$ cat src/rtl/wb_pkg.sv
// Shared definitions for the register-file write-back path.
// Holds the default queue geometry, the default-geometry entry type and the
// pointer-width helper used by the queue and the top level.
package wb_pkg;

  localparam int WB_DEPTH_DEFAULT  = 4;
  localparam int WB_DATA_W_DEFAULT = 4;
  localparam int WB_ADDR_W_DEFAULT = 5;

  // Pointer width for the default depth; pointers wrap naturally at depth.
  localparam int WB_PTR_W_DEFAULT = (WB_DEPTH_DEFAULT <= 1) ? 1 : $clog2(WB_DEPTH_DEFAULT);

  // One queued write-back: destination register and result value.
  typedef struct packed {
    logic [WB_ADDR_W_DEFAULT-1:0] addr;
    logic [WB_DATA_W_DEFAULT-1:0] data;
  } wb_entry_t;

  // Pointer width for an arbitrary power-of-two depth.
  function automatic int wb_ptr_w(input int d);
    return (d <= 1) ? 1 : $clog2(d);
  endfunction

endpackage

$ cat src/rtl/wb_fifo.sv
// In-order write-back queue: storage, head/tail pointers and occupancy count.
// Every slot and its valid bit are exposed so the top level can search the
// queued writes for forwarding. Flush empties the queue and drops any push.
module wb_fifo
  import wb_pkg::*;
#(
  parameter  int AW    = 5,
  parameter  int DW    = 4,
  parameter  int DEPTH = WB_DEPTH_DEFAULT,
  localparam int PTRW  = wb_ptr_w(DEPTH),
  localparam int PW    = $clog2(DEPTH + 1),
  localparam int EW    = AW + DW
) (
  input  logic                      clock,
  input  logic                      reset_n,
  input  logic                      flush_i,
  input  logic                      push_i,
  input  logic                      pop_i,
  input  logic [EW-1:0]             wr_entry_i,
  output logic [EW-1:0]             head_entry_o,
  output logic [PW-1:0]             count_o,
  output logic                      full_o,
  output logic                      empty_o,
  output logic [PTRW-1:0]           head_ptr_o,
  output logic [DEPTH-1:0][EW-1:0]  entries_o,
  output logic [DEPTH-1:0]          valid_o
);

  logic [EW-1:0]   mem_q [DEPTH];
  logic [PTRW-1:0] head_q, head_d;
  logic [PTRW-1:0] tail_q, tail_d;
  logic [PW-1:0]   count_q, count_d;
  logic            do_push, do_pop;

  assign full_o  = (count_q == PW'(DEPTH));
  assign empty_o = (count_q == '0);

  // A full queue ignores pushes; flush overrides both push and pop.
  assign do_push = push_i && !full_o && !flush_i;
  assign do_pop  = pop_i && !empty_o && !flush_i;

  // Next pointers and count; pointers wrap naturally at the power-of-two depth.
  always_comb begin
    head_d  = head_q;
    tail_d  = tail_q;
    count_d = count_q;
    if (flush_i) begin
      head_d  = '0;
      tail_d  = '0;
      count_d = '0;
    end else begin
      if (do_push) tail_d = tail_q + PTRW'(1);
      if (do_pop)  head_d = head_q + PTRW'(1);
      case ({do_push, do_pop})
        2'b10:   count_d = count_q + PW'(1);
        2'b01:   count_d = count_q - PW'(1);
        default: count_d = count_q;
      endcase
    end
  end

  // Pointer and count registers.
  always_ff @(posedge clock or negedge reset_n) begin
    if (!reset_n) begin
      head_q  <= '0;
      tail_q  <= '0;
      count_q <= '0;
    end else begin
      head_q  <= head_d;
      tail_q  <= tail_d;
      count_q <= count_d;
    end
  end

  // Storage needs no reset: slots are only observed through their valid bits.
  always_ff @(posedge clock) begin
    if (do_push) mem_q[tail_q] <= wr_entry_i;
  end

  // A slot is live when its distance from the head is below the count.
  always_comb begin
    logic [PTRW-1:0] off;
    off = '0;
    for (int i = 0; i < DEPTH; i++) begin
      off          = PTRW'(i) - head_q;
      entries_o[i] = mem_q[i];
      valid_o[i]   = (PW'(off) < count_q);
    end
  end

  assign head_entry_o = mem_q[head_q];
  assign count_o      = count_q;
  assign head_ptr_o   = head_q;

endmodule

$ cat src/rtl/writeback_unit.sv
// Register-file write initiator: queues write-backs in order and issues at
// most one registered write per cycle. Stall holds the head, flush discards
// everything. Build with WB_FORWARD_EN to get the forwarding lookup; without
// it fwd_hit/fwd_data are tied to 0 and fwd_reg is ignored.
module writeback_unit
  import wb_pkg::*;
#(
  parameter  int dataWidth = 4,
  parameter  int addWidth  = 5,
  parameter  int depth     = WB_DEPTH_DEFAULT,
  localparam int PW        = $clog2(depth + 1)
) (
  input  logic                 clock,
  input  logic                 reset_n,
  input  logic                 in_valid,
  output logic                 in_ready,
  input  logic [addWidth-1:0]  in_reg,
  input  logic [dataWidth-1:0] in_data,
  input  logic                 wb_stall,
  input  logic                 flush,
  output logic                 reg_write,
  output logic [addWidth-1:0]  write_register,
  output logic [dataWidth-1:0] write_data,
  output logic [PW-1:0]        pending,
  input  logic [addWidth-1:0]  fwd_reg,
  output logic                 fwd_hit,
  output logic [dataWidth-1:0] fwd_data
);

  localparam int EW   = addWidth + dataWidth;
  localparam int PTRW = wb_ptr_w(depth);

  // Handshake: a write-back transfers on an edge where in_valid and in_ready
  // are both 1. in_ready depends only on registered occupancy, never on
  // in_valid; the producer may hold in_valid while in_ready is 0.

  logic                      full, empty, pop;
  logic [PW-1:0]             count;
  logic [EW-1:0]             head_entry;
  logic [PTRW-1:0]           head_ptr;
  logic [depth-1:0][EW-1:0]  entries;
  logic [depth-1:0]          valid;

  logic                 reg_write_q, reg_write_d;
  logic [addWidth-1:0]  wr_reg_q, wr_reg_d;
  logic [dataWidth-1:0] wr_data_q, wr_data_d;

  assign pop = !flush && !wb_stall && !empty;

  wb_fifo #(
    .AW    (addWidth),
    .DW    (dataWidth),
    .DEPTH (depth)
  ) u_fifo (
    .clock        (clock),
    .reset_n      (reset_n),
    .flush_i      (flush),
    .push_i       (in_valid),
    .pop_i        (pop),
    .wr_entry_i   ({in_reg, in_data}),
    .head_entry_o (head_entry),
    .count_o      (count),
    .full_o       (full),
    .empty_o      (empty),
    .head_ptr_o   (head_ptr),
    .entries_o    (entries),
    .valid_o      (valid)
  );

  assign in_ready = !full;
  assign pending  = count;

  // Output stage: load the head on issue, otherwise drop the enable and hold.
  always_comb begin
    reg_write_d = pop;
    wr_reg_d    = wr_reg_q;
    wr_data_d   = wr_data_q;
    if (pop) {wr_reg_d, wr_data_d} = head_entry;
  end

  // Output stage registers.
  always_ff @(posedge clock or negedge reset_n) begin
    if (!reset_n) begin
      reg_write_q <= 1'b0;
      wr_reg_q    <= '0;
      wr_data_q   <= '0;
    end else begin
      reg_write_q <= reg_write_d;
      wr_reg_q    <= wr_reg_d;
      wr_data_q   <= wr_data_d;
    end
  end

  assign reg_write      = reg_write_q;
  assign write_register = wr_reg_q;
  assign write_data     = wr_data_q;

`ifdef WB_FORWARD_EN
  logic [PTRW-1:0] slot;

  // Forwarding search: output stage first, then queue oldest to youngest so
  // the youngest matching write wins.
  always_comb begin
    fwd_hit  = 1'b0;
    fwd_data = '0;
    slot     = '0;
    if (reg_write_q && (wr_reg_q == fwd_reg)) begin
      fwd_hit  = 1'b1;
      fwd_data = wr_data_q;
    end
    for (int k = 0; k < depth; k++) begin
      slot = head_ptr + PTRW'(k);
      if (valid[slot] && (entries[slot][EW-1 -: addWidth] == fwd_reg)) begin
        fwd_hit  = 1'b1;
        fwd_data = entries[slot][dataWidth-1:0];
      end
    end
  end
`else
  logic unused_fwd;

  assign fwd_hit    = 1'b0;
  assign fwd_data   = '0;
  assign unused_fwd = ^{fwd_reg, head_ptr, entries, valid};
`endif

endmodule

$ cat config.mk
export PLATFORM = sky130hd
export DESIGN_NAME = writeback_unit
export DESIGN_NICKNAME = d
export VERILOG_FILES = /design/src/rtl/wb_pkg.sv /design/src/rtl/wb_fifo.sv /design/src/rtl/writeback_unit.sv
export SDC_FILE = /design/constraint.sdc
export NUM_CORES = 1
export LEC_CHECK = 0
export CAP_MARGIN = 5
export CORE_MARGIN = 5
export CORE_UTILIZATION = 40
export CTS_CLUSTER_DIAMETER = 40
export DETAILED_ROUTE_END_ITERATION = 16
export PLACE_DENSITY = 0.71
export SLEW_MARGIN = 40
export SYNTH_ARGS = -nofsm -noshare
export SYNTH_HDL_FRONTEND = slang
export SYNTH_HIERARCHICAL = 1
export SYNTH_SLANG_ARGS = --single-unit
export TNS_END_PERCENT = 30
$ cat constraint.sdc
create_clock -name clock -period 2.5 [get_ports clock]
set_input_delay 0.25 -clock clock [delete_from_list [all_inputs] [get_ports clock]]
set_output_delay 0.25 -clock clock [all_outputs]
set_load 0.01 [all_outputs]
Word level (Yosys, flattened, before mapping):

Memory sizes are Yosys's and may differ from the RTL's. A register that Yosys moved wholly into a read port is not among the register bits.
Index checks and enable logic that the tools add are counted.

* add/subtract/negate cells: 4
* eq/ne operators: 3
* mux-type cells: 8
* reduce and logical (&&, ||, !) cells: 15

Operators with widths (count)
* $mux W2: 4
* $logic_and A1 B1 Y1: 6
* $pmux W3 S2: 1
* $logic_not A1 Y1: 5
* $add A2 B1 Y2 const B: 2
* $reduce_bool A2 Y1: 2
* $add A3 B1 Y3 const B: 1
* $eq A3 B3 Y1 const B: 1
* $logic_not A3 Y1: 1
* $mux W3: 1
* $reduce_bool A3 Y1: 1
* $sub A3 B1 Y3 const B: 1
* $eq A2 B1 Y1 const B: 1
* $eq A2 B2 Y1 const B: 1
* $mux W1: 2

* register bits: 8
* memory bits (writable): 36
* input bits: 19
* output and inout port bits: 19
* word-level logic and storage cells: 35
* memories: 1

Memories
* u_fifo.mem_q: words 4, bits a word 9, read ports 1, clocked after memory_dff 1, wr ports 1, RTL line wb_fifo.sv:29 `logic [EW-1:0] mem_q [DEPTH];`

Depth between registers and ports, before layout:

Gate-level depths: netlist of the first run.

* word-level depth: 8
* mapped depth: 10

Modules after synthesis:

Netlist of the first run, hierarchy kept.

By module, submodules not included
* wb_fifo: times used 1, cells each 132, area an instance 2026.9 sq um, sequential area each 1256.2 sq um
* writeback_unit: times used 1, cells each 27, area an instance 412.9 sq um, sequential area each 250.2 sq um

Worst setup path after synthesis of the first run:

OpenSTA, ideal clock, no wires.

* kind: flip-flop to flip-flop
* start point: register u_fifo.count_q[0] (netlist: u_fifo/count_o[0])
* end point: register u_fifo.count_q[1] (netlist: u_fifo/count_o[1])
* library setup time: 0.138 ns
* arrival: 2.317 ns
* required time: 2.362 ns
* slack: 0.045 ns
* cell stages (with the launch flop): 10
* buffers on the path: 2
* clock period less this slack: 2.455 ns
* path through: dfrtp_1 buf_4 nor3_1 nor3_4 buf_4 o31ai_1 nor3_1 fa_1 a31oi_1 nor4_1

* word-level cells in the longest chain between the ends: 8
* elaborated cells on any way between the ends: 16
* those cells by class: 2 x add/sub; 3 x eq/ne; 2 x mux; 9 x reduce/logical

Ends and longest elaborated chain
* start, declared: RTL line wb_fifo.sv:32 `logic [PW-1:0] count_q, count_d;`
* start signal, assigned: RTL line wb_fifo.sv:71 `count_q <= count_d;`
* $logic_not A3 Y1 (*): RTL line wb_fifo.sv:36 `assign empty_o = (count_q == '0);`
* via empty: RTL line writeback_unit.sv:37 `logic full, empty, pop;`
* $logic_not A1 Y1 (*): RTL line writeback_unit.sv:48 `assign pop = !flush && !wb_stall && !empty;`
* $logic_and A1 B1 Y1 (*): RTL line writeback_unit.sv:48
* via pop: RTL line writeback_unit.sv:37
* $logic_and A1 B1 Y1 (*) (2 in series): RTL line wb_fifo.sv:40 `assign do_pop = pop_i && !empty_o && !flush_i;`
* $eq A2 B1 Y1 or $eq A2 B2 Y1 (tied branches): RTL line wb_fifo.sv:54 `case ({do_push, do_pop})`
* $pmux W3 S2: RTL line wb_fifo.sv:54
* $mux W3: RTL line wb_fifo.sv:47 `if (flush_i) begin`

The timed path passes the listed nets; every way through them passes the cells marked *.
A chain may end at the register's enable or synchronous reset.

Worst setup path in the final report of the first run:

* start point: register u_fifo.count_q[0] (netlist: u_fifo/count_o[0])
* end point: output port in_ready

* word-level cells in the longest chain between the ends: 2

Ends and longest elaborated chain
* $eq A3 B3 Y1: RTL line wb_fifo.sv:35 `assign full_o = (count_q == PW'(DEPTH));`
* via full: RTL line writeback_unit.sv:37
* $logic_not A1 Y1: RTL line writeback_unit.sv:70 `assign in_ready = !full;`
* end, declared: RTL line writeback_unit.sv:16 `output logic in_ready,`

The timed path passes the listed nets, and every way through them passes these cells.

==> flow_summary_export.csv, run 1 <==
group,metric,value,unit
run_status,run_status,"finished clean",
timing,finalHoldViolCount,0,
critical_path,critical_path.slowest_cell,"clkdlybuf4s50_1",
power_and_ir_drop,cellInternalPower,1.52,mW
power_and_ir_drop,switching_power,0.459,mW
grt,gr-total-overflow,0,
die,initial_utilization,0.417,
critical_path,r2r_start,"u_fifo/count_o[2]",
critical_path,worst-path-max-fanout,12,
grt,first_global_vias,1376,
die,ios,38,
critical_path,worst_ep_required_time,2.25,ns
power_and_ir_drop,p_leak,1.02,nW
drt,via_per_inst,5.25,
clock_tree,clk_pin_slew_worst_paths,0.10,ns
drt,ant_nets,0,
clock_tree,cts_hold_repair.buffers,0,
critical_path,worst_path_dominant_cell_family,"buffers and inverters",
cells_and_area,stdcell_area,2840,µm²
cells_and_area,fraction_of_layout_instances_using_a_drive_strength_above_1,0.228,
grt,global_route_wire_length_before_repair,6.69,mm
drt,detailed_route_iter0_violations,111,
die,fp.dieH,86.2,µm
timing,setup_viol_count_final,0,
timing,achievable-frequency,454,MHz
power_and_ir_drop,switching_share,0.232,
synth,synth_area_per_cell,16.2,µm²
timing,slew_violations,0,
clock_tree,numCtsBuffers,5,
cells_and_area,fin_nets,203,
critical_path,worstPathBufferInverterCount,3,
die,die_width,86.2,µm
critical_path,timing.critical_path.from_type,"register",
timing,skew,0.00898,ns
clock_tree,root_buffer,"clkbuf_8",
timing,worst_slew_pin_slew,0.626,ns
critical_path,cp_slowest_stage_delay,0.49,ns
drt,wl_per_cell,16.5,µm
critical_path,cp-end-kind,"output pin",
placement,place_area,2720,µm²
drt,detail_route.wirelength,4.15,mm
cells_and_area,num-fill-cells,463,
clock_tree,worst_skew_pair.late_latency,0.31,ns
die,coreArea,5570,µm²
cells_and_area,total_inserted_antenna_cells,0,
clock_tree,post_cts.resized_instances,0,
synth,summed_instance_area_of_the_synthesized_netlist,2320,µm²
timing,period_needed,2.20,ns
clock_tree,cts_num_sinks,53,
critical_path,timing.rr.end,"u_fifo/count_o[1]",
clock_tree,clock_path_buffers,2,
power_and_ir_drop,power.share.clock,0.296,
job,max_cap_violations,0,
drt,drt-pass1-iter-count,4,
die,design.die.area,7430,µm²
grt,grt_max_degree,22,
worst_hold_path,worstHoldPathType,"in2async",
placement,placement.io_buffers,27,
timing,max-slew-margin-rel,0.583,
power_and_ir_drop,totalPowerFinal,1.98,mW
timing,rsz_0062_raised_after_global_routing,"false",
cells_and_area,sequential_cell_area,1510,µm²
critical_path,critical_path.cell_chain,"buf_4 > nor3b_1 > inv_1 > clkdlybuf4s50_1",
timing,timing.setup.tns,0,ns
placement,routabilityCongestion,0.713,
clock_tree,tritoncts,"done",
power_and_ir_drop,p_seq_frac,0.533,
synth,syn_inst,143,
drt,drc,0,
critical_path,worst-r2r-setup-slack,0.36,ns
cells_and_area,layout-area-overhead-vs-synth,22.3,%
drt,num_vias,1322,
power_and_ir_drop,power_density,698,nW/µm²
critical_path,timing.setup.critical_path_class,"reg2out",
power_and_ir_drop,ir_drop,0.000559,V
clock_tree,htree_num_levels,2,
die,fp_rows,27,
placement,place_hpwl,3.01,mm
power_and_ir_drop,power.share.combinational,0.170,
synth,yosys_warnings,6,
clock_tree,postCtsSetupRepairBufs,0,
cells_and_area,post-route-util,0.510,
grt,global_route.usage.total,0.120,
critical_path,worst_r2r_path_depth,7,
timing,final_min_period_over_clock_period,0.882,
critical_path,critical_path_arrival,1.95,ns
cells_and_area,multi_input_logic_area,703,µm²
grt,initial_antenna_violation_count,0,
[cell usage in the layout (no fill, tap or decap), types with 4 or more instances in the layout]
master,instances
edfxtp_1,36
clkdlybuf4s50_1,27
dfrtp_1,17
mux2_2,9
buf_4,9
mux4_2,9
inv_1,7
conb_1,5
clkbuf_8,5
a21oi_1,5
nor2_1,4
and2_1,4
ha_1,4
[worst reg2reg max path, stage by stage (launching register included)]
cell     delay, ns
dfrtp_1       0.51
nor3_1        0.38
nor3_4        0.06
o31ai_1       0.11
nor3_1        0.12
fa_1          0.53
a31oi_1       0.09
nor4_1        0.25
[through the flow]
| stage | hold WS, ns | std cells | setup WS [ns] |
|---|---|---|---|
| 3_5_place_dp | 0.496 | 244 | 0.377 |
| 2_1_floorplan | -0.0456 | 147 | 0.0646 |
| 5_1_grt | 0.254 | 252 | 0.173 |
| 3_3_place_gp | 0.491 | 244 | 0.407 |
| 6_report | 0.258 | 252 | 0.295 |
| 4_1_cts | 0.258 | 252 | 0.260 |
[metal layers]
metal | track usage | share of wire | up-vias
met5 | 0 | 0 | -
met4 | 0.0510 | 0.016 | 0
met3 | 0.0361 | 0.050 | 6
met2 | 0.214 | 0.55 | 46
met1 | 0.133 | 0.38 | 674
li1 | - | - | 596
[flip-flops by register name, summed over array words and instances (netlist names)]
register,count
u_fifo/mem_q,36
write_data,4
u_fifo/count_o,3
write_register,5
reg_write,1
u_fifo/tail_q,2
u_fifo/head_ptr_o,2
[power by group through the flow]
| stage | Sequential (mW) | Clock, mW | Combinational, mW |
|---|---|---|---|
| 6_report | 1.06 | 0.588 | 0.338 |
| 5_1_grt | 1.07 | 0.654 | 0.363 |
| 4_1_cts | 1.06 | 0.605 | 0.344 |
| 3_5_place_dp | 1.08 | 0 | 0.342 |
| 3_3_place_gp | 1.07 | 0 | 0.332 |
| 2_1_floorplan | 1.10 | 0 | 0.125 |
[worst max-delay path by stage]
stage                                  from           endpoint  slack, ns  cells past startpoint
after floorplan           u_fifo/count_o[0]  u_fifo/count_o[1]       0.06                      9
final                     u_fifo/count_o[0]           in_ready       0.30                      4
after global routing      u_fifo/count_o[2]           in_ready       0.17                      3
after detailed placement              flush  u_fifo/count_o[1]       0.38                      7
after CTS                 u_fifo/count_o[0]           in_ready       0.26                      4
after global placement                flush  u_fifo/count_o[1]       0.41                      7
[cell type report]
| class | instances | area share |
|---|---|---|
| Clock buffer | 5 | 0.0242 |
| Clock inverter | 3 | 0.0167 |
| Inverter | 7 | 0.00925 |
| Multi-Input combinational cell | 73 | 0.248 |
| Sequential cell | 53 | 0.530 |
| Tap cell | 72 | 0.0317 |
| Timing Repair Buffer | 39 | 0.140 |
Power figures use the tool's default switching activity.
==> run 2: changes to the inputs <==
--- a/config.mk
+++ b/config.mk
@@ -6,6 +6,7 @@
 export NUM_CORES = 1
 export LEC_CHECK = 0
 export CAP_MARGIN = 5
+export CORE_ASPECT_RATIO = 0.75
 export CORE_MARGIN = 5
 export CORE_UTILIZATION = 40
 export CTS_CLUSTER_DIAMETER = 40
==> run 2 against run 1 <==
  * Die area increased by 0.21%
  * Maximum frequency decreased by 5.9%
  * Clock skew about the same
  * Utilization decreased by 2.4 points
  * Critical path type unchanged
  * Critical endpoint unchanged
  * Largest power group unchanged
==> flow_summary_export.csv, run 2 (synthesis gave the netlist of run 1 again) <==
group,metric,value,unit
cells_and_area,most-common-layout-cells,"edfxtp_1, clkdlybuf4s50_1, dfrtp_1",
timing,max-slew-margin-rel,0.546,
grt,grt_max_degree,22,
grt,initial_antenna_violation_count,0,
clock_tree,worst_skew_pair.late_latency,0.30,ns
worst_hold_path,worstHoldPathType,"in2async",
die,die_width,98.0,µm
drt,drc,0,
clock_tree,postCtsSetupRepairBufs,0,
critical_path,critical_path_arrival,2.09,ns
timing,worst_slew_pin_slew,0.681,ns
timing,finalHoldViolCount,0,
clock_tree,clock_path_buffers,2,
timing,skew,0.00897,ns
cells_and_area,most_common_library_cell_in_the_layout_ignoring_fill_and_taps,"edfxtp_1",
power_and_ir_drop,power_density,705,nW/µm²
critical_path,cp-end-kind,"output pin",
drt,num_vias,1308,
placement,place_hpwl,2.88,mm
cells_and_area,layout-area-overhead-vs-synth,20.0,%
power_and_ir_drop,p_leak,0.987,nW
drt,wl_met3,222,µm
clock_tree,numCtsBuffers,5,
drt,dr.max_layer_used,"met4",
drt,detailroute.wirelength.met2,2.03,mm
critical_path,timing.setup.critical_path_class,"reg2out",
drt,drt-pass1-iter-count,4,
placement,dp_worst_setup_slack,0.329,ns
timing,final_min_period_over_clock_period,0.937,
drt,via_per_inst,5.13,
placement,routabilityCongestion,0.754,
die,ios,38,
cells_and_area,fin_nets,200,
drt,detail_route.wirelength,4.21,mm
critical_path,cp_slowest_stage_delay,0.59,ns
power_and_ir_drop,ir_drop,0.000359,V
timing,timing.setup.tns,0,ns
critical_path,worst-path-max-fanout,13,
critical_path,worst_ep_required_time,2.25,ns
grt,first_global_vias,1374,
die,design.die.area,7450,µm²
drt,detailed_route_iter0_violations,119,
drt,post_route_met1_wirelength,1.86,mm
clock_tree,post_cts.resized_instances,0,
timing,achievable-frequency,427,MHz
timing,final_critical_path_setup_slack,0.157,ns
critical_path,timing.critical_path.from_type,"register",
timing,slew_violations,0,
drt,ant_nets,0,
cells_and_area,sequential_cell_area,1510,µm²
cells_and_area,multi_input_logic_area,703,µm²
drt,wl_per_cell,16.5,µm
clock_tree,root_buffer,"clkbuf_8",
cells_and_area,registers.top_by_ff_count,"u_fifo/mem_q",
grt,global_route_wire_length_before_repair,6.95,mm
clock_tree,tritoncts,"done",
job,max_cap_violations,0,
grt,global_route.usage.total,0.123,
cells_and_area,largest_reg_flops,36,
die,initial_utilization,0.405,
timing,period_needed,2.34,ns
placement,placement.io_buffers,27,
die,fp.dieH,76.0,µm
run_status,run_status,"finished clean",
timing,setup_viol_count_final,0,
critical_path,critical_path.slowest_cell,"nor3b_1",
cells_and_area,total_inserted_antenna_cells,0,
power_and_ir_drop,totalPowerFinal,1.96,mW
grt,gr-total-overflow,0,
die,coreArea,5740,µm²
cells_and_area,fraction_of_layout_instances_using_a_drive_strength_above_1,0.215,
clock_tree,cts_hold_repair.buffers,0,
cells_and_area,num-fill-cells,477,
die,fp_rows,24,
clock_tree,htree_num_levels,2,
clock_tree,cts_num_sinks,53,
timing,rsz_0062_raised_after_global_routing,"false",
critical_path,critical_path.cell_chain,"nor3b_1 > inv_1 > clkdlybuf4s50_1",
clock_tree,clk_pin_slew_worst_paths,0.10,ns
==> run 2: changes by cell type in the layout (fill, tap and decap cells not counted) <==
| cell | delta |
|---|---|
| clkinvlp_4 | +1 |
| clkinv_4 | +1 |
| buf_12 | -3 |
| inv_6 | -2 |
==> run 2: cell type report <==
| type | instances | area share |
|---|---|---|
| sequential | 53 | 0.541 |
| clock inverter | 3 | 0.0166 |
| tap | 78 | 0.0350 |
| timing repair buffer | 36 | 0.121 |
| clock buffer | 5 | 0.0247 |
| inverter | 7 | 0.00943 |
| multi-input combinational | 73 | 0.252 |
==> run 2: metrics by stage <==
step	util	hold WS (ns)	instances	instance area [µm²]
finish	0.486	0.263	255	2790
global placement	0.466	0.489	247	2670
global route	0.486	0.277	255	2790
floorplan	-	-0.0456	147	2340
CTS	0.486	0.266	255	2790
detailed placement	0.466	0.496	247	2670
==> run 2: path summary, 6_finish.rpt <==
path	from	slack, ns	cells after the start	end
max	u_fifo/count_o[2]	0.16	3	in_ready
min	reset_n	0.26	2	u_fifo/tail_q[1]
max reg2reg	u_fifo/count_o[2]	0.29	7	u_fifo/count_o[1]
min reg2reg	write_data[1]	0.51	1	write_data[1]
max in group asynchronous	reset_n	2.04	2	write_register[3]
min in group clock	write_data[1]	0.51	1	write_data[1]
==> run 2: routing by layer <==
| layer | vias to the layer above | global-route usage |
|---|---|---|
| met5 | - | 0 |
| met4 | 0 | 0.0636 |
| met3 | 10 | 0.0375 |
| met2 | 44 | 0.192 |
| met1 | 665 | 0.154 |
| li1 | 589 | - |
==> run 2: worst max-delay path, delay by kind of cell (launching register included) <==
kind | cells | cell delay, ns
buffers and inverters | 2 | 0.62
and+or+nand+nor | 1 | 0.59
DFF | 1 | 0.58
==> run 2: report_power, final <==
group	internal [mW]	switching [mW]	leakage, nW
registers	1.02	0.0420	0.545
logic	0.198	0.132	0.387
clock network	0.300	0.275	0.0543
total	1.51	0.449	0.987
==> RTL change 1, RTL diff (flow settings as in run 2) <==
The parameter `dataWidth` goes from 4 to 6.
--- a/src/rtl/writeback_unit.sv
+++ b/src/rtl/writeback_unit.sv
@@ -5,7 +5,7 @@
 module writeback_unit
   import wb_pkg::*;
 #(
-  parameter  int dataWidth = 4,
+  parameter  int dataWidth = 6,
   parameter  int addWidth  = 5,
   parameter  int depth     = WB_DEPTH_DEFAULT,
   localparam int PW        = $clog2(depth + 1)
Ports: changed (resized fwd_data, in_data and write_data); port bits go from 38 to 44. No check against the original RTL was run, so the function may have changed too.
==> RTL change 1 against run 2 <==
Cell area is 21% higher; count of clock-buffer cells in the layout grew 5; sequential cell count grew 10; non-clock buffer count is 12 higher; utilization up 1.6 points; wire length is 14% higher; worst hold slack worse by 0.014 ns; clock power up 62%; final cell count is 16% higher; power rose by 32%; setup slack worse by 0.034 ns; area after synthesis rose by 17%; highest routed layer unchanged.
==> RTL change 1: results <==
export IMPL_worst_path_dominant_cell_family="buffers and inverters"
export IMPL_grt_pass1_wl_um=7700
export IMPL_peakVddDrop_uv=400
export IMPL_largest_reg_flops=44
export IMPL_placedCellCount=281
export IMPL_drt_total_wl_um=4790
export IMPL_pre_cts_ws_ns=0.411
export IMPL_clock_path_buffers=2
export IMPL_diodes=0
export IMPL_avgRoutedWirePerCell_um=16.1
export IMPL_gp_congestion=0.817
export IMPL_track_usage_pct=12.3
export IMPL_fin_skew_ns=0.00713
export IMPL_port_buffers=31
export IMPL_hold_class="in -> async"
export IMPL_cts_setup_buffers=0
export IMPL_antenna_found_initial=0
export IMPL_swShare_pct=22.2
export IMPL_timing_rr_start="u_fifo/count_o[1]"
export IMPL_drt_first_iter_violations=112
export IMPL_clk_latency_ns=0.33
export IMPL_crit_slowest_cell="nor3b_1"
export IMPL_synth_warnings=6
export IMPL_worstRegToRegCells=7
export IMPL_max_flop_register="u_fifo/mem_q"
export IMPL_dr_pass1_iters=4
export IMPL_outcome="finished, final reports clean"
export IMPL_post_drt_via_cell_ratio=4.81
export IMPL_p_leak_nw=1.21
export IMPL_drive_above_1_share_pct=27.2
export IMPL_grt_pass1_vias=1482
export IMPL_final_net_count=234
export IMPL_cts_made_buffers=9
export IMPL_hpwl_um=3370
export IMPL_critPathArrivalTime_ns=2.13
export IMPL_grt_start_max_net_pins=24
export IMPL_clk_transition_reported_paths_ns=0.07
export IMPL_htree_levels=3
export IMPL_synth_cells=160
export IMPL_cp_max_fo=11
export IMPL_max_freq_ghz=0.421
export IMPL_r2r_slack_ns=0.42
export IMPL_worstMarginPinSlew_ns=0.719
export IMPL_max_stage_delay_ns=0.60
[RTL change 1: worst register-to-register path, cell delays in order (launching register included)]
cell     delay (ns)
dfrtp_1        0.44
nor3_1         0.35
nor3_4         0.06
o31ai_1        0.14
nor3_1         0.13
fa_1           0.52
a31oi_1        0.08
nor4_1         0.27
[RTL change 1: worst max path at each step]
stage	from	endpoint	cells after the start
finish	u_fifo/count_o[0]	in_ready	4
global route	u_fifo/count_o[0]	in_ready	4
CTS	u_fifo/count_o[0]	in_ready	4
detailed placement	flush	u_fifo/count_o[1]	7
global placement	flush	u_fifo/count_o[1]	7
floorplan	u_fifo/count_o[0]	u_fifo/count_o[1]	10
[RTL change 1: power groups by stage]
stage	combinational, mW	clock (mW)	sequential, mW
global placement	0.392	0	1.28
floorplan	0.145	0	1.31
global route	0.423	1.01	1.27
CTS	0.401	0.959	1.26
detailed placement	0.401	0	1.28
finish	0.393	0.931	1.26
[RTL change 1: layout make-up]
cell class	count	area, um2
Tap cell	84	105
Fill cell	575	3340
Clock buffer	10	128
Clock inverter	6	85.1
Timing Repair Buffer	48	438
Inverter	7	26.3
Multi-Input combinational cell	79	787
Sequential cell	63	1800
[RTL change 1: metal layers]
layer  part of all wire [%]  global-route usage, %  vias to the layer above
li1                       -                      -                      685
met1                     43                   14.7                      698
met2                     50                   20.4                       42
met3                    6.1                   5.08                        4
met4                   0.83                   4.09                        0
met5                      0                      0                        -
[RTL change 1: per-stage QoR]
stage | power, mW | hold slack (ns) | area, um2
finish | 2.58 | 0.248 | 3370
CTS | 2.62 | 0.241 | 3370
floorplan | 1.46 | -0.0456 | 2730
detailed placement | 1.68 | 0.499 | 3150
global placement | 1.67 | 0.490 | 3150
global route | 2.71 | 0.255 | 3370
==> RTL change 2, RTL diff (config.mk and constraints of run 2) <==
Without the edit above. `wr_data_q` no longer has a reset.
--- a/src/rtl/writeback_unit.sv
+++ b/src/rtl/writeback_unit.sv
@@ -83,12 +83,14 @@
     if (!reset_n) begin
       reg_write_q <= 1'b0;
       wr_reg_q    <= '0;
-      wr_data_q   <= '0;
     end else begin
       reg_write_q <= reg_write_d;
       wr_reg_q    <= wr_reg_d;
-      wr_data_q   <= wr_data_d;
     end
+  end
+
+  always_ff @(posedge clock) begin
+    wr_data_q <= wr_data_d;
   end
 
   assign reg_write      = reg_write_q;
Behaviour: differs if reset_n is asserted again (counterexample within 4 cycles, from zero or initial values and one cycle with reset_n low); with reset_n held inactive, the same outputs for 10 cycles.
==> RTL change 2 against run 2 <==
Sequential cell count stayed put; wire length is 3.2% lower; critical path depth stayed put; sequential share of layout area is 1.8 points higher; combinational power is 26% lower; power is 12% lower; critical endpoint unchanged; area after synthesis is 1.1% lower; largest power group unchanged; cell area is 2.0% lower; synthesized cell count is 2.8% lower; register-to-register slack better by 0.02 ns; setup slack better by 0.087 ns; critical path type unchanged.
==> RTL change 2: results <==
export IMPL_outcome="finished, final reports clean"
export IMPL_dr_pass1_iters=4
export IMPL_critPathArrivalTime_ns=2.01
export IMPL_cts_root_buf="clkbuf_8"
export IMPL_clk_latency_ns=0.30
export IMPL_drive_above_1_share_pct=18.6
export IMPL_max_flop_register="u_fifo/mem_q"
export IMPL_wl_met2_um=2000
export IMPL_cts_resized=0
export IMPL_fin_skew_ns=0.00791
export IMPL_clk_transition_reported_paths_ns=0.09
export IMPL_antenna_found_initial=0
export IMPL_cts_setup_buffers=0
export IMPL_track_usage_pct=11.9
export IMPL_p_leak_nw=0.949
export IMPL_final_net_count=195
export IMPL_cp_max_fo=13
export IMPL_crit_slowest_cell="dfrtp_1"
export IMPL_synth_warnings=6
export IMPL_m1WireLength_um=1770
export IMPL_peakVddDrop_uv=357
export IMPL_gp_congestion=0.763
export IMPL_cts_made_buffers=5
export IMPL_avgRoutedWirePerCell_um=16.5
export IMPL_port_buffers=27
export IMPL_grt_pass1_wl_um=6580
export IMPL_fillers=454
export IMPL_routed_top_layer="met4"
export IMPL_clock_path_buffers=2
export IMPL_max_stage_delay_ns=0.57
export IMPL_maxSlewHeadroom_pct=52.1
export IMPL_grt_pass1_vias=1348
export IMPL_drt_first_iter_violations=104
export IMPL_hold_class="in -> async"
export IMPL_route_met3_wl_um=238
export IMPL_htree_levels=2
export IMPL_vias=1249
export IMPL_diodes=0
export IMPL_worst_path_dominant_cell_family="buffers and inverters"
export IMPL_grt_start_max_net_pins=22
export IMPL_hpwl_um=2840
export IMPL_largest_reg_flops=36
-- RTL change 2: worst paths after layout --
| kind | start | endpoint | slack (ns) | depth (start not counted) |
|---|---|---|---|---|
| max | u_fifo/count_o[2] | in_ready | 0.24 | 3 |
| min | reset_n | write_register[3] | 0.35 | 1 |
| max reg2reg | u_fifo/count_o[1] | u_fifo/count_o[1] | 0.31 | 7 |
| min reg2reg | write_register[3] | write_register[3] | 0.52 | 1 |
| max in group asynchronous | reset_n | write_register[4] | 1.72 | 1 |
| min in group clock | write_register[3] | write_register[3] | 0.52 | 1 |
-- RTL change 2: metrics by stage --
step | total power [mW] | area [um2] | std cells | hold slack [ns] | setup WS (ns)
after floorplan | 1.16 | 2310 | 143 | -0.0456 | 0.0628
after global placement | 1.29 | 2650 | 239 | 0.490 | 0.433
after detailed placement | 1.30 | 2650 | 239 | 0.507 | 0.327
after CTS | 1.75 | 2730 | 247 | 0.356 | 0.240
after global routing | 1.80 | 2730 | 247 | 0.387 | 0.111
final | 1.72 | 2730 | 247 | 0.349 | 0.244
-- RTL change 2: per-layer routing --
metal	track usage [%]	vias up
li1	-	573
met1	14.3	629
met2	20.0	38
met3	4.12	9
met4	5.22	0
met5	0	-
-- RTL change 2: report_power, final --
group	total, mW	switching [mW]	internal, mW
registers	1.03	0.0302	1.00
logic	0.243	0.103	0.140
clock network	0.449	0.255	0.194
-- RTL change 2: layout make-up --
type                    instances  share of cell area [%]
flip-flops and latches         53                    55.9
clock buffers                   6                    2.66
repair buffers                 35                    12.6
multi-input cells              69                    24.1
well taps                      75                    3.44
clock inverters                 2                   0.367
inverters                       7                   0.962
